File: src/rtl/result_uart_formatter_pkg.sv
// Shared types and constants for the result UART formatter.
package result_uart_formatter_pkg;

  typedef enum logic [2:0] {
    IDLE        = 3'd0,
    CONVERT     = 3'd1,
    SEND_RAW    = 3'd2,
    SEND_SIGN   = 3'd3,
    SEND_DIGITS = 3'd4,
    SEND_CR     = 3'd5,
    SEND_LF     = 3'd6
  } state_t;

  localparam logic [7:0] ASCII_MINUS = 8'h2D;
  localparam logic [7:0] ASCII_ZERO  = 8'h30;
  localparam logic [7:0] ASCII_CR    = 8'h0D;
  localparam logic [7:0] ASCII_LF    = 8'h0A;

  // Decimal digits needed to hold any unsigned value of the given bit width.
  function automatic int unsigned num_digits(input int unsigned width);
    return (width * 301) / 1000 + 1;
  endfunction

endpackage

File: src/rtl/result_uart_formatter_if.sv
// Result-in / byte-out bus between the coprocessor side and the formatter.
interface result_uart_formatter_if #(
  parameter int unsigned WIDTH_DIN = 16*8
);
  logic [WIDTH_DIN-1:0] din;
  logic                 din_valid;
  logic                 fmt;
  logic [7:0]           tx_data;
  logic                 tx_valid;
  logic                 tx_ready;
  logic                 busy;
  logic [7:0]           drop_count;

  modport master (
    output din, din_valid, fmt, tx_ready,
    input  tx_data, tx_valid, busy, drop_count
  );

  modport slave (
    input  din, din_valid, fmt, tx_ready,
    output tx_data, tx_valid, busy, drop_count
  );
endinterface

File: src/rtl/result_uart_formatter_bin2bcd_seq.sv
// Sequential double-dabble: one shift/add-3 step per cycle. The first step is
// folded into the load (adjusting an all-zero BCD is a no-op), so done_o rises
// WIDTH-1 cycles after start_i and bcd_o then holds until the next start.
module bin2bcd_seq
  import result_uart_formatter_pkg::*;
#(
  parameter int unsigned WIDTH      = 32,
  parameter int unsigned NUM_DIGITS = num_digits(WIDTH)
) (
  input  logic                    clk,
  input  logic                    rst,
  input  logic                    start_i,
  input  logic [WIDTH-1:0]        value_i,
  output logic                    done_o,
  output logic [4*NUM_DIGITS-1:0] bcd_o
);

  localparam int unsigned BCD_W = 4 * NUM_DIGITS;
  localparam int unsigned CNT_W = $clog2(WIDTH + 1);

  logic [WIDTH-1:0] bin_q, bin_d;
  logic [BCD_W-1:0] bcd_q, bcd_d, adj_c;
  logic [CNT_W-1:0] cnt_q, cnt_d;
  logic             done_q, done_d;

  // Next shift/adjust step, or a fresh load on start.
  always_comb begin
    bin_d  = bin_q;
    bcd_d  = bcd_q;
    cnt_d  = cnt_q;
    done_d = 1'b0;
    adj_c  = bcd_q;
    for (int i = 0; i < int'(NUM_DIGITS); i++) begin
      if (bcd_q[4*i +: 4] >= 4'd5) adj_c[4*i +: 4] = bcd_q[4*i +: 4] + 4'd3;
    end
    if (start_i) begin
      bcd_d = {{(BCD_W-1){1'b0}}, value_i[WIDTH-1]};
      bin_d = value_i << 1;
      cnt_d = CNT_W'(WIDTH - 1);
    end else if (cnt_q != '0) begin
      bcd_d  = {adj_c[BCD_W-2:0], bin_q[WIDTH-1]};
      bin_d  = bin_q << 1;
      cnt_d  = cnt_q - CNT_W'(1);
      done_d = (cnt_q == CNT_W'(1));
    end
  end

  // Conversion state registers.
  always_ff @(posedge clk) begin
    if (rst) begin
      bin_q  <= '0;
      bcd_q  <= '0;
      cnt_q  <= '0;
      done_q <= 1'b0;
    end else begin
      bin_q  <= bin_d;
      bcd_q  <= bcd_d;
      cnt_q  <= cnt_d;
      done_q <= done_d;
    end
  end

  assign done_o = done_q;
  assign bcd_o  = bcd_q;

endmodule

File: src/rtl/result_uart_formatter.sv
// Formats a coprocessor result as raw big-endian bytes or as a signed decimal
// ASCII line (CR LF terminated) and streams it over a valid/ready byte port.
module result_uart_formatter
  import result_uart_formatter_pkg::*;
#(
  parameter int unsigned WIDTH_DIN     = 16*8,
  parameter int unsigned WIDTH_COMPUTE = 32
) (
  input logic                   clk,
  input logic                   rst,
  result_uart_formatter_if.slave bus
);

  localparam int unsigned NBYTES = WIDTH_DIN / 8;
  localparam int unsigned BCW    = (NBYTES > 1) ? $clog2(NBYTES) : 1;
  localparam int unsigned ND     = num_digits(WIDTH_COMPUTE);
  localparam int unsigned IDXW   = (ND > 1) ? $clog2(ND) : 1;

  state_t               state_q, state_d;
  logic [WIDTH_DIN-1:0] raw_q, raw_d, raw_shift_c;
  logic [BCW-1:0]       byte_cnt_q, byte_cnt_d;
  logic                 neg_q, neg_d;
  logic [IDXW-1:0]      idx_q, idx_d;
  logic [7:0]           tx_data_q, tx_data_d;
  logic                 tx_valid_q, tx_valid_d;
  logic                 busy_q, busy_d;
  logic [7:0]           drop_q, drop_d;

  logic [WIDTH_COMPUTE-1:0] x_c, mag_c;
  logic                     start_c, done_c, xfer_c;
  logic [4*ND-1:0]          bcd_c;
  logic [IDXW-1:0]          msd_c;
  logic [3:0]               msd_digit_c, cur_digit_c, next_digit_c;

  // Magnitude of the signed field; -2^(W-1) maps onto 2^(W-1) unsigned.
  always_comb begin
    x_c   = bus.din[WIDTH_COMPUTE-1:0];
    mag_c = x_c[WIDTH_COMPUTE-1] ? (~x_c + WIDTH_COMPUTE'(1)) : x_c;
  end

  bin2bcd_seq #(
    .WIDTH      (WIDTH_COMPUTE),
    .NUM_DIGITS (ND)
  ) u_bin2bcd (
    .clk     (clk),
    .rst     (rst),
    .start_i (start_c),
    .value_i (mag_c),
    .done_o  (done_c),
    .bcd_o   (bcd_c)
  );

  // Digit lookup: leading nonzero digit (ones digit if all zero) and the
  // digits at/below the current emit index.
  always_comb begin
    msd_c        = '0;
    msd_digit_c  = '0;
    cur_digit_c  = '0;
    next_digit_c = '0;
    for (int i = 0; i < int'(ND); i++) begin
      if (bcd_c[4*i +: 4] != 4'd0) begin
        msd_c       = IDXW'(i);
        msd_digit_c = bcd_c[4*i +: 4];
      end
      if (IDXW'(i) == idx_q)              cur_digit_c  = bcd_c[4*i +: 4];
      if (IDXW'(i) == idx_q - IDXW'(1))   next_digit_c = bcd_c[4*i +: 4];
    end
  end

  // Next-state and output logic.
  always_comb begin
    state_d     = state_q;
    raw_d       = raw_q;
    byte_cnt_d  = byte_cnt_q;
    neg_d       = neg_q;
    idx_d       = idx_q;
    tx_data_d   = tx_data_q;
    tx_valid_d  = tx_valid_q;
    drop_d      = drop_q;
    start_c     = 1'b0;
    xfer_c      = tx_valid_q & bus.tx_ready;
    raw_shift_c = raw_q << 8;

    if (bus.din_valid && (state_q != IDLE) && (drop_q != 8'hFF)) begin
      drop_d = drop_q + 8'd1;
    end

    case (state_q)
      IDLE: begin
        if (bus.din_valid) begin
          if (!bus.fmt) begin
            state_d    = SEND_RAW;
            raw_d      = bus.din;
            byte_cnt_d = BCW'(NBYTES - 1);
            tx_data_d  = bus.din[WIDTH_DIN-1 -: 8];
            tx_valid_d = 1'b1;
          end else begin
            state_d = CONVERT;
            neg_d   = x_c[WIDTH_COMPUTE-1];
            start_c = 1'b1;
          end
        end
      end
      CONVERT: begin
        if (done_c) begin
          tx_valid_d = 1'b1;
          idx_d      = msd_c;
          if (neg_q) begin
            state_d   = SEND_SIGN;
            tx_data_d = ASCII_MINUS;
          end else begin
            state_d   = SEND_DIGITS;
            tx_data_d = ASCII_ZERO | {4'h0, msd_digit_c};
          end
        end
      end
      SEND_RAW: begin
        if (xfer_c) begin
          if (byte_cnt_q == '0) begin
            state_d    = IDLE;
            tx_valid_d = 1'b0;
          end else begin
            raw_d      = raw_shift_c;
            byte_cnt_d = byte_cnt_q - BCW'(1);
            tx_data_d  = raw_shift_c[WIDTH_DIN-1 -: 8];
          end
        end
      end
      SEND_SIGN: begin
        if (xfer_c) begin
          state_d   = SEND_DIGITS;
          tx_data_d = ASCII_ZERO | {4'h0, cur_digit_c};
        end
      end
      SEND_DIGITS: begin
        if (xfer_c) begin
          if (idx_q == '0) begin
            state_d   = SEND_CR;
            tx_data_d = ASCII_CR;
          end else begin
            idx_d     = idx_q - IDXW'(1);
            tx_data_d = ASCII_ZERO | {4'h0, next_digit_c};
          end
        end
      end
      SEND_CR: begin
        if (xfer_c) begin
          state_d   = SEND_LF;
          tx_data_d = ASCII_LF;
        end
      end
      SEND_LF: begin
        if (xfer_c) begin
          state_d    = IDLE;
          tx_valid_d = 1'b0;
        end
      end
      default: begin
        state_d    = IDLE;
        tx_valid_d = 1'b0;
      end
    endcase

    busy_d = (state_d != IDLE);
  end

  // State and output registers; reset wins over any same-cycle din_valid.
  always_ff @(posedge clk) begin
    if (rst) begin
      state_q    <= IDLE;
      raw_q      <= '0;
      byte_cnt_q <= '0;
      neg_q      <= 1'b0;
      idx_q      <= '0;
      tx_data_q  <= '0;
      tx_valid_q <= 1'b0;
      busy_q     <= 1'b0;
      drop_q     <= '0;
    end else begin
      state_q    <= state_d;
      raw_q      <= raw_d;
      byte_cnt_q <= byte_cnt_d;
      neg_q      <= neg_d;
      idx_q      <= idx_d;
      tx_data_q  <= tx_data_d;
      tx_valid_q <= tx_valid_d;
      busy_q     <= busy_d;
      drop_q     <= drop_d;
    end
  end

  assign bus.tx_data    = tx_data_q;
  assign bus.tx_valid   = tx_valid_q;
  assign bus.busy       = busy_q;
  assign bus.drop_count = drop_q;

endmodule

File: src/flat_wrapper.sv
// flat-port wrapper written by rule: the top's interface ports become plain ports
module result_uart_formatter_flat import result_uart_formatter_pkg::*;
#(
  parameter int unsigned WIDTH_DIN     = 16*8,
  parameter int unsigned WIDTH_COMPUTE = 32
)
  (clk, rst, bus_din, bus_din_valid, bus_fmt, bus_tx_ready, bus_tx_data, bus_tx_valid, bus_busy, bus_drop_count);
  result_uart_formatter_if #(.WIDTH_DIN(WIDTH_DIN)) bus_i ();
  input logic clk;
  input logic rst;
  input wire logic [$bits(bus_i.din)-1:0] bus_din;
  input wire logic [$bits(bus_i.din_valid)-1:0] bus_din_valid;
  input wire logic [$bits(bus_i.fmt)-1:0] bus_fmt;
  input wire logic [$bits(bus_i.tx_ready)-1:0] bus_tx_ready;
  output wire logic [$bits(bus_i.tx_data)-1:0] bus_tx_data;
  output wire logic [$bits(bus_i.tx_valid)-1:0] bus_tx_valid;
  output wire logic [$bits(bus_i.busy)-1:0] bus_busy;
  output wire logic [$bits(bus_i.drop_count)-1:0] bus_drop_count;
  assign bus_i.din = bus_din;
  assign bus_i.din_valid = bus_din_valid;
  assign bus_i.fmt = bus_fmt;
  assign bus_i.tx_ready = bus_tx_ready;
  assign bus_tx_data = bus_i.tx_data;
  assign bus_tx_valid = bus_i.tx_valid;
  assign bus_busy = bus_i.busy;
  assign bus_drop_count = bus_i.drop_count;
  result_uart_formatter #(.WIDTH_DIN(WIDTH_DIN), .WIDTH_COMPUTE(WIDTH_COMPUTE)) u_core (.clk(clk), .rst(rst), .bus(bus_i));
endmodule
File: config.mk
export PLATFORM = sky130hd
export DESIGN_NAME = result_uart_formatter_flat
export DESIGN_NICKNAME = d
export VERILOG_FILES = /design/src/rtl/result_uart_formatter_pkg.sv /design/src/rtl/result_uart_formatter_if.sv /design/src/rtl/result_uart_formatter_bin2bcd_seq.sv /design/src/rtl/result_uart_formatter.sv /design/src/flat_wrapper.sv
export SDC_FILE = /design/constraint.sdc
export NUM_CORES = 1
export LEC_CHECK = 0
export BUFFER_PORTS_ARGS = -buffer_cell sky130_fd_sc_hd__buf_2
export CAP_MARGIN = 20
export CORE_MARGIN = 10
export CORE_UTILIZATION = 50
export CTS_BUF_LIST = sky130_fd_sc_hd__clkbuf_8
export CTS_CLUSTER_SIZE = 24
export DETAILED_ROUTE_END_ITERATION = 8
export GPL_TIMING_DRIVEN = 1
export PLACE_DENSITY_LB_ADDON = 0.12
export SLEW_MARGIN = 10
export SYNTH_ARGS = -nofsm -noshare
export SYNTH_HDL_FRONTEND = slang
export SYNTH_SLANG_ARGS = --single-unit
export TNS_END_PERCENT = 5
File: constraint.sdc
create_clock -name clk -period 2.5 [get_ports clk]
set_input_delay 0.25 -clock clk [delete_from_list [all_inputs] [get_ports clk]]
set_output_delay 0.25 -clock clk [all_outputs]
set_load 0.02 [all_outputs]
Word-level counts from Yosys, hierarchy flattened
Index checks and enable logic that the tools add are counted.
{"block": "totals", "register_bits": 228, "input_bits": 133, "out_inout_bits": 18}
{"block": "classes", "add_sub_neg": 15, "order_cmp": 10, "eq_ne": 37, "n_mux": 103, "bitwise_logic": 4, "reduce_logical": 31}
{"cell": "two-way mux 120 bit", "n": 4}
{"cell": "one-hot mux 120 bit (2 select lines)", "n": 1}
{"cell": "two-way mux 4 bit", "n": 48}
{"cell": "two-way mux 32 bit", "n": 3}
{"cell": "two-way mux 8 bit", "n": 8}
{"cell": "one-hot mux 8 bit (6 select lines)", "n": 1}
{"cell": "two-way mux 3 bit", "n": 15}
{"cell": ">= comparator 4 x 3 -> 1 bit, second input constant", "n": 10}
{"cell": "nonzero test 4 bit", "n": 10}
{"cell": "adder 4 x 2 -> 4 bit, second input constant", "n": 9}
{"cell": "adder 32 x 1 -> 32 bit, second input constant", "n": 1}
{"cell": "== test 3 x 4 -> 1 bit, first input constant", "n": 8}
{"cell": "inverter 32 bit", "n": 1}
{"cell": "one-hot mux 3 bit (7 select lines)", "n": 1}
{"cell": "== test 2 x 4 -> 1 bit, first input constant", "n": 4}
{"cell": "== test 4 bit, first input constant", "n": 4}
{"cell": "one-hot mux 4 bit (2 select lines)", "n": 2}
{"cell": "two-way mux 5 bit", "n": 3}
{"cell": "logical NOT 4 bit", "n": 3}
{"cell": "two-way mux 1 bit", "n": 12}
{"cell": "!= test 2 x 1 -> 1 bit, second input constant", "n": 6}
{"cell": "nonzero test 6 bit", "n": 2}
{"cell": "!= test 2 bit, second input constant", "n": 5}
{"cell": "== test 3 bit, second input constant", "n": 3}
{"cell": "25 further kinds", "n": 36}

Logic depth before layout (Yosys ltp)
Gate-level depths: netlist of the first run.
{"block": "depth", "ltp_word": 15, "mapped_depth": 11, "depth_no_buf": 8}

By module
From an unflattened synthesis of the first run, not the netlist that was laid out.
{"block": "unflattened", "hier_cells": 1675, "area_unflattened_um2": 13565.5}
{"module": "result_uart_formatter", "n_inst": 1, "cells_per_inst": 1101, "area_per_inst_um2": 9110.0, "seq_area_each_um2": 3002.9}
{"module": "bin2bcd_seq", "n_inst": 1, "cells_per_inst": 574, "area_per_inst_um2": 4455.5, "seq_area_each_um2": 1561.5}

Least setup slack after synthesis of the first run
No wires, ideal clock.
{"block": "synth_timing", "path_kind": "input-to-reg", "from": "in bus_din[10]", "to": "reg u_core.u_bin2bcd.bin_q[25]", "arrival_time_ns": 2.297, "required_ns": 2.368, "path_slack_ns": 0.071, "cell_stages": 7, "n_path_buf": 1, "path_cell_list": "or4_1 -> or3_2 -> or2_2 -> buf_2 -> o41ai_1 -> xor2_1 -> a21oi_1"}
{"block": "synth_between", "elab_chain_len": 4}
{"item": "from (decl)", "line": "flat_wrapper.sv:11", "rtl": "input wire logic [$bits(bus_i.din)-1:0] bus_din;"}
{"item": "inverter 32 bit", "line": "result_uart_formatter.sv:38", "rtl": "mag_c = x_c[WIDTH_COMPUTE-1] ? (~x_c + WIDTH_COMPUTE'(1)) : x_c;"}
{"item": "adder 32 x 1 -> 32 bit", "line": "result_uart_formatter.sv:38"}
{"item": "two-way mux 32 bit", "line": "result_uart_formatter.sv:38"}
{"item": "two-way mux 32 bit", "line": "result_uart_formatter_bin2bcd_seq.sv:36", "rtl": "if (start_i) begin"}
{"item": "to (signal assigned)", "line": "result_uart_formatter_bin2bcd_seq.sv:56", "rtl": "bin_q <= bin_d;"}
{"item": "to (decl)", "line": "result_uart_formatter_bin2bcd_seq.sv:21", "rtl": "logic [WIDTH-1:0] bin_q, bin_d;"}
Every way passes these cells.
A chain may end at the register's enable or synchronous reset.

Worst setup path in the final report of the first run
{"block": "layout_timing", "from": "reg u_core.u_bin2bcd.bcd_q[37] (netlist: u_core.u_bin2bcd.bcd_o[37])", "to": "reg u_core.tx_data_q[3] (netlist: u_core.bus.tx_data[3])"}
{"block": "layout_between", "elab_chain_len": 5}
{"item": "from (decl)", "line": "result_uart_formatter_bin2bcd_seq.sv:22", "rtl": "logic [BCD_W-1:0] bcd_q, bcd_d, adj_c;"}
{"item": "from (signal assigned)", "line": "result_uart_formatter_bin2bcd_seq.sv:52", "rtl": "bcd_q <= '0;"}
{"item": "from (signal assigned)", "line": "result_uart_formatter_bin2bcd_seq.sv:57", "rtl": "bcd_q <= bcd_d;"}
{"item": "nonzero test 4 bit", "line": "result_uart_formatter.sv:61", "rtl": "if (bcd_c[4*i +: 4] != 4'd0) begin"}
{"item": "two-way mux 4 bit", "line": "result_uart_formatter.sv:61"}
{"item": "two-way mux 5 bit", "line": "result_uart_formatter.sv:108", "rtl": "if (neg_q) begin"}
{"item": "two-way mux 8 bit", "line": "result_uart_formatter.sv:105", "rtl": "if (done_c) begin"}
{"item": "one-hot mux 8 bit (6 select lines)", "line": "result_uart_formatter.sv:88", "rtl": "case (state_q)"}
{"item": "to (signal assigned)", "line": "result_uart_formatter.sv:185", "rtl": "tx_data_q <= tx_data_d;"}
{"item": "to (decl)", "line": "result_uart_formatter.sv:24", "rtl": "logic [7:0] tx_data_q, tx_data_d;"}
Every way passes these cells. The select of a mux whose other input is x is not followed.

==> flow_summary.yaml, run 1 <==
status:
  status: "finished, final reports clean"
sta:
  post-route-period-util_pct: 95.76
  fin_tns_setup_ns: 0
  layout_setup_ws_ns: 0.1060
  hold_viol: 0
  clock.fmax_mhz: 417.7
  drv_slew: 0
  tightestPinTransition_ns: 0.6218
  relSlewSlack_pct: 58.46
  finalSetupViolations: 0
  min_period_ns: 2.394
  skew_ns: 0.01818
floorplanning:
  core_area_sq_mm: 0.02598
  die_w_microns: 182.2
  pin_count: 151
  rows: 59
  die_h_microns: 182.2
  fp.dieArea_sq_mm: 0.03320
  initial_core_util_pct: 50.63
cells_and_area:
  seqCellArea_sq_mm: 0.004564
  area_delta_synth_final_pct: 18.53
  diodes: 0
  fill_cells: 2447
  multi_input_area_sq_mm: 0.007874
  layout.nets: 1998
  fin_cells: 2192
  drive_above_1_share_pct: 19.17
clock_network:
  cts-buffers-inserted: 41
  cts_setup_buffers: 0
  clk_path_buf_depth: 3
  clk_latency_ns: 0.56
  cts-htree-levels: 2
  clk_transition_reported_paths_ns: 0.06
  cts-root-buf: "clkbuf_8"
  tritoncts: "built"
  clock_sinks: 228
placement:
  dp_hpwl_microns: 27820
  gp_congestion: 1.021
  placed_cells: 2116
  pre_cts_ws_ns: -0.07915
  numPortBuffers: 150
worst_setup_path:
  rr_startpoint: "u_core.u_bin2bcd.bcd_o[37]$_SDFFE_PP0P_"
  reg2reg_to: "u_core.bus.tx_data[3]$_SDFFE_PP0P_"
  cp_slowest_cell: "nor3b_1"
  cp.arrival_ns: 2.86
  setup.worst_path.start_class: "flip-flop"
  max_stage_delay_ns: 0.55
  cp-end-kind: "flip-flop"
  cp_cell_sequence: "inv_1 > ha_1 > nor3b_1 > nand2_1 > a221o_1 > o21ai_0 > a222oi_1 > a211oi_1"
  worstSetupStartpoint: "u_core.u_bin2bcd.bcd_o[37]$_SDFFE_PP0P_"
  r2r_cells: 8
  critPathKind: "reg2reg"
  reg2reg_slack_ns: 0.11
  cp_max_fo: 5
  required_ns: 2.97
power:
  peakVddDrop_mv: 0.4986
  power.internal_mw: 7.904
  p_clk_share_pct: 27.8
  p_leak_nw: 5.801
  switching_power_mw: 4.685
  p_seq_share_pct: 35.5
  p_sw_share_pct: 37.21
  p_per_area_mw_per_mm2: 807.4
  combPwrFrac_pct: 36.7
run:
  drv_cap: 0
route:
  viasPerCell: 5.800
  drt-initial-drc-count: 1103
  routed_wl_microns: 38660
  drc: 0
  postRouteAntennaNets: 0
  first_pass_iters: 5
  vias: 12710
  post_drt_wl_per_cell_microns: 17.64
min_path:
  hp-class: "in2reg"
  hp-start: "bus_din[56]"
  whs_path_depth: 3
  hold_path_end: "u_core.raw_q[56]$_SDFFE_PP0P_"
synthesis:
  synthFlopType: "dfxtp_1"
  yosysMostFrequentCell: "dfxtp_1"
  yosysTopAreaCellShare_pct: 34.70
  async_flop_share_pct: 0
  synth_seq_area_share_pct: 34.70
  syn_area_sq_mm: 0.01316
  synth_cell_types: 70
  postSynthCellCount: 1663
  ys_top_cells_by_area: "dfxtp_1 (35%), mux2i_1 (9.0%), a211oi_1 (7.5%)"
  syn_avg_cell_area_sq_um: 7.910
  synth_largest_area_cell: "dfxtp_1"
  synth_commonest_cells: "dfxtp_1 (228), nor2_1 (209), nand2_1 (179)"
  yosys_warnings: 0
  synth_edf_count: 0
  syn_nets: 1829
  synth-seq-cells: 228
grt:
  grt_antenna_before_repair: 0
  overflow: 0
  track_usage_pct: 22.17
  grt_pass1_wl_microns: 62650
  grt_pass1_vias: 12190
  grt_max_degree: 126
## per-stage QoR
| step | power, mW | hold WS [ns] | area (sq um) | util [%] |
|---|---|---|---|---|
| global route | 13.42 | 0.01820 | 15590 | 60.01 |
| floorplan | 7.592 | 0.3860 | 13160 | - |
| detailed placement | 9.091 | 0.4691 | 14690 | 56.52 |
| global placement | 9.033 | 0.4559 | 14690 | 56.52 |
| CTS | 12.66 | 0.01101 | 15580 | 59.94 |
| finish | 12.59 | 0.04117 | 15590 | 60.01 |
## layer usage
layer	wire, microns	part of all wire [%]	vias to the layer above	GRT usage (%)
met5	0	0	-	0
met4	781	2.0	0	5.857
met3	2392	6.2	62	4.273
met2	17660	46	402	35.34
met1	17830	46	5864	29.94
li1	-	-	6385	-
## cell usage in the layout, fill, tap and decap left out, drive strengths merged, types with 19 or more instances in the layout
| cell | n |
|---|---|
| nand2 | 179 |
| buf | 261 |
| a311oi | 19 |
| a211oi | 131 |
| mux2i | 118 |
| nor3b | 25 |
| ha | 33 |
| inv | 59 |
| xnor2 | 30 |
| dfxtp | 228 |
| a21oi | 119 |
| nor3 | 20 |
| nand3 | 30 |
| nand2b | 24 |
| o21ai | 82 |
| nor2 | 209 |
| clkbuf | 50 |
## cell type report
class                           instances  share of cell area, %
Clock buffer                           50                  4.413
Clock inverter                         18                 0.7703
Inverter                               45                  1.083
Multi-Input combinational cell       1247                  50.50
Sequential cell                       228                  29.27
Tap cell                              335                  2.688
Timing Repair Buffer                  269                  11.27
## cell families after synthesis
| kind of cell | count (synthesis) | share of synthesized area, % |
|---|---|---|
| compound gates | 496 | 25.18 |
| simple gates | 553 | 19.08 |
| xor+xnor | 43 | 2.863 |
| mux | 122 | 9.321 |
| fa+ha+maj | 33 | 3.139 |
| buf+inv | 188 | 5.726 |
| flops | 228 | 34.70 |
## power groups by stage
stage	logic [mW]	clock network, mW	registers (mW)
6_report	4.62	3.50	4.46
5_1_grt	5.13	3.76	4.53
4_1_cts	4.60	3.61	4.46
3_5_place_dp	4.56	0	4.53
3_3_place_gp	4.51	0	4.52
2_1_floorplan	3.09	0	4.51
## how the worst max path moves through the flow
| stage | end | slack (ns) |
|---|---|---|
| final | u_core.bus.tx_data[3]$_SDFFE_PP0P_ | 0.11 |
| after global placement | u_core.u_bin2bcd.bin_q[30]$_SDFFE_PP0P_ | 0.005 |
| after floorplan | u_core.u_bin2bcd.bin_q[25]$_SDFFE_PP0P_ | 0.07 |
| after detailed placement | u_core.u_bin2bcd.bin_q[25]$_SDFFE_PP0P_ | -0.08 |
| after global routing | u_core.bus.tx_data[2]$_SDFFE_PP0P_ | -0.04 |
| after CTS | u_core.bus.tx_data[3]$_SDFFE_PP0P_ | 0.12 |
## state kept, by name, summed over array words and instances (netlist names)
| name | flops |
|---|---|
| u_core.raw_q | 120 |
| u_core.u_bin2bcd.bcd_o | 40 |
| u_core.u_bin2bcd.bin_q | 31 |
| u_core.bus.drop_count | 8 |
| u_core.bus.tx_data | 8 |
| u_core.u_bin2bcd.cnt_q | 6 |
| u_core.byte_cnt_q | 4 |
| u_core.idx_q | 4 |
| u_core.state_q | 3 |
| u_core.bus.busy | 1 |
| u_core.bus.tx_valid | 1 |
| u_core.neg_q | 1 |
| u_core.u_bin2bcd.done_o | 1 |
## worst max-delay path: cells and delay by family (launching register included)
kind / cells / cell delay [ns]
and+or+nand+nor: 2 / 0.66
AOI/OAI and AO/OA: 4 / 0.86
adders and majority gates: 1 / 0.27
DFF: 1 / 0.35
buffers and inverters: 1 / 0.17
## timing repair
action | CTS | global route
hold buffers | 8 | 0
resized for setup | 0 | 5
endpoints found under the hold margin | 8 | 0
endpoints found under the setup margin | 0 | 3
(Power assumes the default switching activity.)
==> run 2, diff against run 1 <==
--- a/config.mk
+++ b/config.mk
@@ -5,6 +5,7 @@
 export SDC_FILE = /design/constraint.sdc
 export NUM_CORES = 1
 export LEC_CHECK = 0
+export ABC_AREA = 1
 export BUFFER_PORTS_ARGS = -buffer_cell sky130_fd_sc_hd__buf_2
 export CAP_MARGIN = 20
 export CORE_MARGIN = 10
==> run 2 against run 1 <==
Effect of this change: via count increased by 7.4%; final cell count grew 14%; total power increased by 47%; clock-buffer cell count is 2 higher; register-to-register slack gained 0.12 ns.
==> flow_summary.yaml, run 2 <==
synthesis:
  synth-seq-cells: 228
  ys_top_cells_by_area: "dfxtp_1 (36%), nand2_1 (16%), o21ai_0 (9.6%)"
  synth_largest_area_cell: "dfxtp_1"
  synth_compound_area_share_pct: 25.30
  synth-xor-area-share_pct: 2.770
  synth_top_family_by_area: "compound AO/OA/AOI/OAI gates"
  synth_edf_count: 0
  synth_cell_types: 49
  yosysMostFrequentCell: "nand2_1"
  synthFlopType: "dfxtp_1"
  synth_mux_area_share_pct: 0
  synth_seq_area_share_pct: 36.09
  syn_avg_cell_area_sq_um: 6.710
  postSynthCellCount: 1885
  syn_area_sq_mm: 0.01265
  async_flop_share_pct: 0
  synth_commonest_cells: "nand2_1 (533), o21ai_0 (243), dfxtp_1 (228)"
  synthSimpleGateAreaFrac_pct: 23.71
  yosys_warnings: 0
  yosysTopAreaCellShare_pct: 36.09
  synthAdderAreaFrac_pct: 3.264
  syn_nets: 2051
sta:
  tightestPinTransition_ns: 1.068
  grt_setup_unrepaired: "true"
  skew_ns: 0.02520
  clock.fmax_mhz: 439.9
  min_period_ns: 2.273
  post-route-period-util_pct: 90.94
  drv_slew: 0
  finalSetupViolations: 0
  hold_viol: 0
  relSlewSlack_pct: 28.77
clock_network:
  tritoncts: "built"
  clk_path_buf_depth: 3
  clk_latency_ns: 0.55
  clk_transition_reported_paths_ns: 0.06
  cts-buffers-inserted: 41
  clock_sinks: 228
  cts-root-buf: "clkbuf_8"
  cts-htree-levels: 2
floorplanning:
  pin_count: 151
  die_h_microns: 179.1
  rows: 58
  core_area_sq_mm: 0.02504
  initial_core_util_pct: 50.52
  fp.dieArea_sq_mm: 0.03206
  die_w_microns: 179.1
route:
  vias: 13660
  first_pass_iters: 7
  postRouteAntennaNets: 0
  routed_wl_microns: 40390
  post_drt_wl_per_cell_microns: 16.23
  drt-initial-drc-count: 1143
  drc: 0
  viasPerCell: 5.487
cells_and_area:
  layout_common_cells: "nand2_1 (533), o21ai_0 (242), dfxtp_1 (224)"
  post-route-util_pct: 62.94
  drive_above_1_share_pct: 14.32
  fin_cells: 2489
  area_delta_synth_final_pct: 24.59
  layout.nets: 2293
  mostFrequentLayoutCell: "nand2_1"
  fill_cells: 2341
  largest_reg_flops: 120
  regMostFlops: "u_core.raw_q"
grt:
  track_usage_pct: 24.24
  grt_pass1_vias: 12860
  overflow: 0
  grt_max_degree: 137
  grt_pass1_wl_microns: 64450
  grt_antenna_before_repair: 1
worst_setup_path:
  cp.arrival_ns: 2.74
  cp_slowest_cell: "a21oi_4"
  crit_top_cell: "inv_1"
  critPathKind: "reg2reg"
  cp_cell_sequence: "inv_1 > ha_1 > inv_1 > nor3_1 > o21ai_1 > nand2_2 > a21oi_4 > inv_2 > or3_1 > a31oi_1"
  cp_max_fo: 12
  critPathTopFamily: "compound AO/OA/AOI/OAI gates"
  setup.worst_path.start_class: "flip-flop"
  reg2reg_slack_ns: 0.23
  required_ns: 2.97
  max_stage_delay_ns: 0.46
  crit_buf_inv: 3
  cp-end-kind: "flip-flop"
placement:
  dp_hpwl_microns: 26740
  numPortBuffers: 150
  gp_congestion: 0.9265
  placed_cells: 2306
power:
  p_leak_nw: 7.055
  p_per_area_mw_per_mm2: 1173
  peakVddDrop_mv: 0.5958
status:
  status: "finished, final reports clean"
run:
  drv_cap: 0
min_path:
  hp-class: "in2reg"
run 2: changes by cell type in the layout (fill, tap and decap cells not counted), moves of 21 or more:
cell / change
nand2_1: +354
xnor2_1: -23
a31oi_1: +111
o21ai_0: +162
nor2_1: -128
nor3b_1: -24
a211oi_1: -124
dlygate4sd3_1: +99
inv_1: +132
nand3_1: +21
nand2b_1: -24
mux2i_1: -118
buf_4: -70
run 2: area by class of cell:
| type | count | area (sq um) | area share [%] |
|---|---|---|---|
| multi-input combinational | 1370 | 7019 | 44.54 |
| sequential | 228 | 4572 | 29.01 |
| timing repair buffer | 297 | 2197 | 13.94 |
| clock buffer | 52 | 715.7 | 4.541 |
| inverter | 189 | 711.9 | 4.518 |
| tap | 330 | 412.9 | 2.620 |
| clock inverter | 22 | 127.6 | 0.8098 |
| antenna | 1 | 2.502 | 0.01588 |
run 2: metrics by stage:
| stage | power (mW) | hold WS (ns) | worst slack (ns) | setup TNS, ns | area [sq um] |
|---|---|---|---|---|---|
| 2_1_floorplan | 11.96 | 0.3977 | 0.3788 | 0 | 12650 |
| 3_3_place_gp | 14.48 | 0.4499 | 0.2107 | 0 | 13790 |
| 3_5_place_dp | 14.58 | 0.4551 | 0.1592 | 0 | 13790 |
| 4_1_cts | 18.35 | 0.0004773 | 0.1178 | 0 | 15710 |
| 5_1_grt | 19.99 | 0.01621 | -0.05184 | -0.05987 | 15760 |
| 6_report | 18.48 | 0.02633 | 0.2266 | 0 | 15760 |
run 2: kinds of logic (layout without fill, tap and decap cells):
family	after synthesis	in the layout
xor gates and xnor gates	40	40
buffers and inverters	288	560
DFF	228	228
AOI/OAI and AO/OA	567	567
other	0	1
and+or+nand+nor	729	730
adders and majority gates	33	33
run 2: routing by layer:
metal | global-route usage, % | share of wire (%) | routed length [microns] | vias up
met2 | 39.23 | 47 | 18820 | 441
met1 | 31.74 | 44 | 17790 | 6304
met4 | 7.923 | 2.4 | 988 | 0
li1 | - | - | - | 6834
met3 | 4.760 | 6.9 | 2793 | 78
met5 | 0 | 0 | 0 | -
run 2: worst reg2reg max path, stage by stage, from the launching register on:
cell and delay [ns]:
dfxtp_1 0.35, inv_1 0.05, ha_1 0.19, inv_1 0.07, nor3_1 0.06, o21ai_1 0.15, nand2_2 0.14, a21oi_4 0.46
inv_2 0.24, or3_1 0.36, a31oi_1 0.14
run 2: path summary, 6_finish.rpt:
kind | start | endpoint | depth (start not counted)
worst min register to register | u_core.u_bin2bcd.bin_q[1]$_SDFFE_PP0P_ | u_core.u_bin2bcd.bin_q[1]$_SDFFE_PP0P_ | 2
worst max-delay path | u_core.byte_cnt_q[1]$_SDFFE_PP0P_ | u_core.byte_cnt_q[3]$_SDFFE_PP0P_ | 10
worst max register to register | u_core.byte_cnt_q[1]$_SDFFE_PP0P_ | u_core.byte_cnt_q[3]$_SDFFE_PP0P_ | 10
worst min-delay path | bus_din[9] | u_core.raw_q[9]$_SDFFE_PP0P_ | 3
run 2: where the power goes:
| group | leakage [nW] | internal (mW) | switching (mW) |
|---|---|---|---|
| registers | 1.88 | 5.12 | 0.936 |
| clock network | 0.494 | 1.98 | 1.59 |
| logic | 4.69 | 3.02 | 5.83 |
run 2: timing repair:
item	4_1_cts	5_1_grt
gates resized for setup	0	17
hold endpoints to repair	108	0
endpoints found under the setup margin	0	8
setup buffers	0	0
hold buffers	107	0
==> run 3, diff against run 2 <==
--- a/config.mk
+++ b/config.mk
@@ -6,14 +6,14 @@
 export NUM_CORES = 1
 export LEC_CHECK = 0
 export ABC_AREA = 1
-export BUFFER_PORTS_ARGS = -buffer_cell sky130_fd_sc_hd__buf_2
 export CAP_MARGIN = 20
 export CORE_MARGIN = 10
 export CORE_UTILIZATION = 50
 export CTS_BUF_LIST = sky130_fd_sc_hd__clkbuf_8
 export CTS_CLUSTER_SIZE = 24
 export DETAILED_ROUTE_END_ITERATION = 8
-export GPL_TIMING_DRIVEN = 1
+export DONT_BUFFER_PORTS = 1
+export GPL_TIMING_DRIVEN = 0
 export PLACE_DENSITY_LB_ADDON = 0.12
 export SLEW_MARGIN = 10
 export SYNTH_ARGS = -nofsm -noshare
==> run 3 against run 2 <==
Effect of this change: largest power group unchanged; first-iteration DRC count is 12% higher; register-to-register slack worse by 0.098 ns; sequential share of layout area is 1.2 points higher; critical path type unchanged; global-route usage is 2.3 points higher; clock skew is 0.012 ns lower; routed wire length is 8.1% higher; critical endpoint is now u_core.u_bin2bcd.bin_q[20]$_SDFFE_PP0P_; core utilization is 2.5 points lower.
==> flow_summary.yaml, run 3 (synthesized netlist as in run 2, its figures left out) <==
worst_setup_path:
  reg2reg_to: "u_core.u_bin2bcd.bin_q[20]$_SDFFE_PP0P_"
  critPathKind: "reg2reg"
  setup.worst_path.start_class: "flip-flop"
  crit_top_cell: "inv_2"
  cp_slowest_cell: "clkbuf_1"
  critPathTopFamily: "buffers and inverters"
  cp.arrival_ns: 2.78
  cp_cell_sequence: "nor2_1 > inv_2 > nor2_2 > nand3_2 > inv_2 > clkbuf_1 > nand2_1 > o211ai_1 > a21oi_1"
  max_stage_delay_ns: 0.49
  cp_max_fo: 10
  required_ns: 2.91
  crit_buf_inv: 3
  cp-end-kind: "flip-flop"
  reg2reg_slack_ns: 0.13
  r2r_cells: 9
  rr_startpoint: "u_core.state_q[1]$_SDFF_PP0_"
min_path:
  hp-class: "in2reg"
  whs_path_depth: 3
  hp-start: "bus_din[2]"
  hold_path_end: "u_core.u_bin2bcd.bin_q[3]$_SDFFE_PP0P_"
cells_and_area:
  drive_above_1_share_pct: 6.930
  regMostFlops: "u_core.raw_q"
  post-route-util_pct: 60.44
  diodes: 0
  layout_common_cells: "nand2_1 (532), o21ai_0 (242), dfxtp_1 (223)"
  mostFrequentLayoutCell: "nand2_1"
  area_delta_synth_final_pct: 19.65
  layout.nets: 2222
  fin_cells: 2408
  largest_reg_flops: 120
  final_area_sq_mm: 0.01513
clock_network:
  tritoncts: "built"
  clk_latency_ns: 0.55
  clk_path_buf_depth: 3
  cts-htree-levels: 2
  cts-buffers-inserted: 40
  clock_sinks: 228
  cts-root-buf: "clkbuf_8"
  clk_transition_reported_paths_ns: 0.06
grt:
  overflow: 0
  grt_max_degree: 12
  track_usage_pct: 26.59
  grt_pass1_wl_microns: 68810
  grt_antenna_before_repair: 0
  grt_pass1_vias: 12980
sta:
  grt_setup_unrepaired: "true"
  skew_ns: 0.01277
  finalSetupViolations: 0
  relSlewSlack_pct: 46.46
  hold_slack_ns: 0.01759
  tightestPinTransition_ns: 0.8030
  clock.fmax_mhz: 421.6
  post-route-period-util_pct: 94.87
  drv_slew: 0
  hold_viol: 0
  min_period_ns: 2.372
placement:
  gp_congestion: 0.9696
  dp_hpwl_microns: 31200
  dpl_cell_area_sq_mm: 0.01306
  placed_cells: 2215
  numPortBuffers: 0
floorplanning:
  rows: 58
  pin_count: 151
  fp.dieArea_sq_mm: 0.03206
  initial_core_util_pct: 50.52
  die_w_microns: 179.1
  die_h_microns: 179.1
  core_area_sq_mm: 0.02504
route:
  routed_wl_microns: 43650
  vias: 13660
  post_drt_wl_per_cell_microns: 18.13
  first_pass_iters: 6
  drt-initial-drc-count: 1280
  viasPerCell: 5.672
  drc: 0
  postRouteAntennaNets: 0
status:
  status: "finished, final reports clean"
power:
  peakVddDrop_mv: 0.6694
  power.total_mw: 18.01
  p_leak_nw: 6.444
  p_per_area_mw_per_mm2: 1190
run:
  drv_cap: 0
run 3: how the worst max path moves through the flow:
| stage | start | to | slack (ns) | cells after the start |
|---|---|---|---|---|
| floorplan | u_core.idx_q[0]$_SDFFE_PP0P_ | u_core.bus.tx_data[0]$_SDFFE_PP0P_ | 0.38 | 20 |
| global placement | rst | u_core.raw_q[27]$_SDFFE_PP0P_ | -0.38 | 7 |
| detailed placement | rst | u_core.raw_q[27]$_SDFFE_PP0P_ | -0.48 | 7 |
| CTS | u_core.idx_q[1]$_SDFFE_PP0P_ | u_core.bus.tx_data[2]$_SDFFE_PP0P_ | 0.002 | 22 |
| global route | u_core.u_bin2bcd.bcd_o[13]$_SDFFE_PP0P_ | u_core.bus.tx_data[3]$_SDFFE_PP0P_ | -0.1 | 18 |
| finish | u_core.state_q[1]$_SDFF_PP0_ | u_core.u_bin2bcd.bin_q[20]$_SDFFE_PP0P_ | 0.13 | 9 |
run 3: through the flow:
step / setup slack [ns] / setup TNS (ns)
4_1_cts: 0.001996 / 0
3_5_place_dp: -0.4788 / -6.471
3_3_place_gp: -0.3754 / -4.434
5_1_grt: -0.09615 / -0.1338
2_1_floorplan: 0.3788 / 0
6_report: 0.1283 / 0
run 3: power breakdown:
group	internal [mW]	leakage, nW	switching [mW]
Sequential	5.13	1.88	1.14
Clock	1.57	0.409	1.55
Combinational	2.75	4.16	5.86
Total	9.46	6.44	8.55
run 3: layout make-up:
cell class	count	area (sq um)
inverters	189	709.4
repair buffers	129	1289
fillers	2369	9903
multi-input cells	1369	7036
clock buffers	43	591.8
plain buffers	99	417.9
well taps	330	412.9
flip-flops and latches	228	4576
clock inverters	21	101.3
run 3: tightest hold or removal path: stages:
cell	delay, ns
xnor2_1	0.11
a21oi_1	0.06
o211a_1	0.10
run 3: repair_timing:
action	CTS	global route
cloned	0	0
setup buffers	0	1
pin swaps	0	1
endpoints found under the setup margin	4	45
hold endpoints to repair	132	0
resized for setup	4	29
hold buffers	128	0
run 3: layer usage:
layer | track usage (%) | share of wire [%] | vias up | wire, microns
met3 | 5.687 | 8.0 | 124 | 3510
met5 | 0 | 0 | - | 0
met1 | 35.98 | 45 | 6269 | 19510
li1 | - | - | 6680 | -
met4 | 10.51 | 3.8 | 0 | 1666
met2 | 40.44 | 43 | 585 | 18960
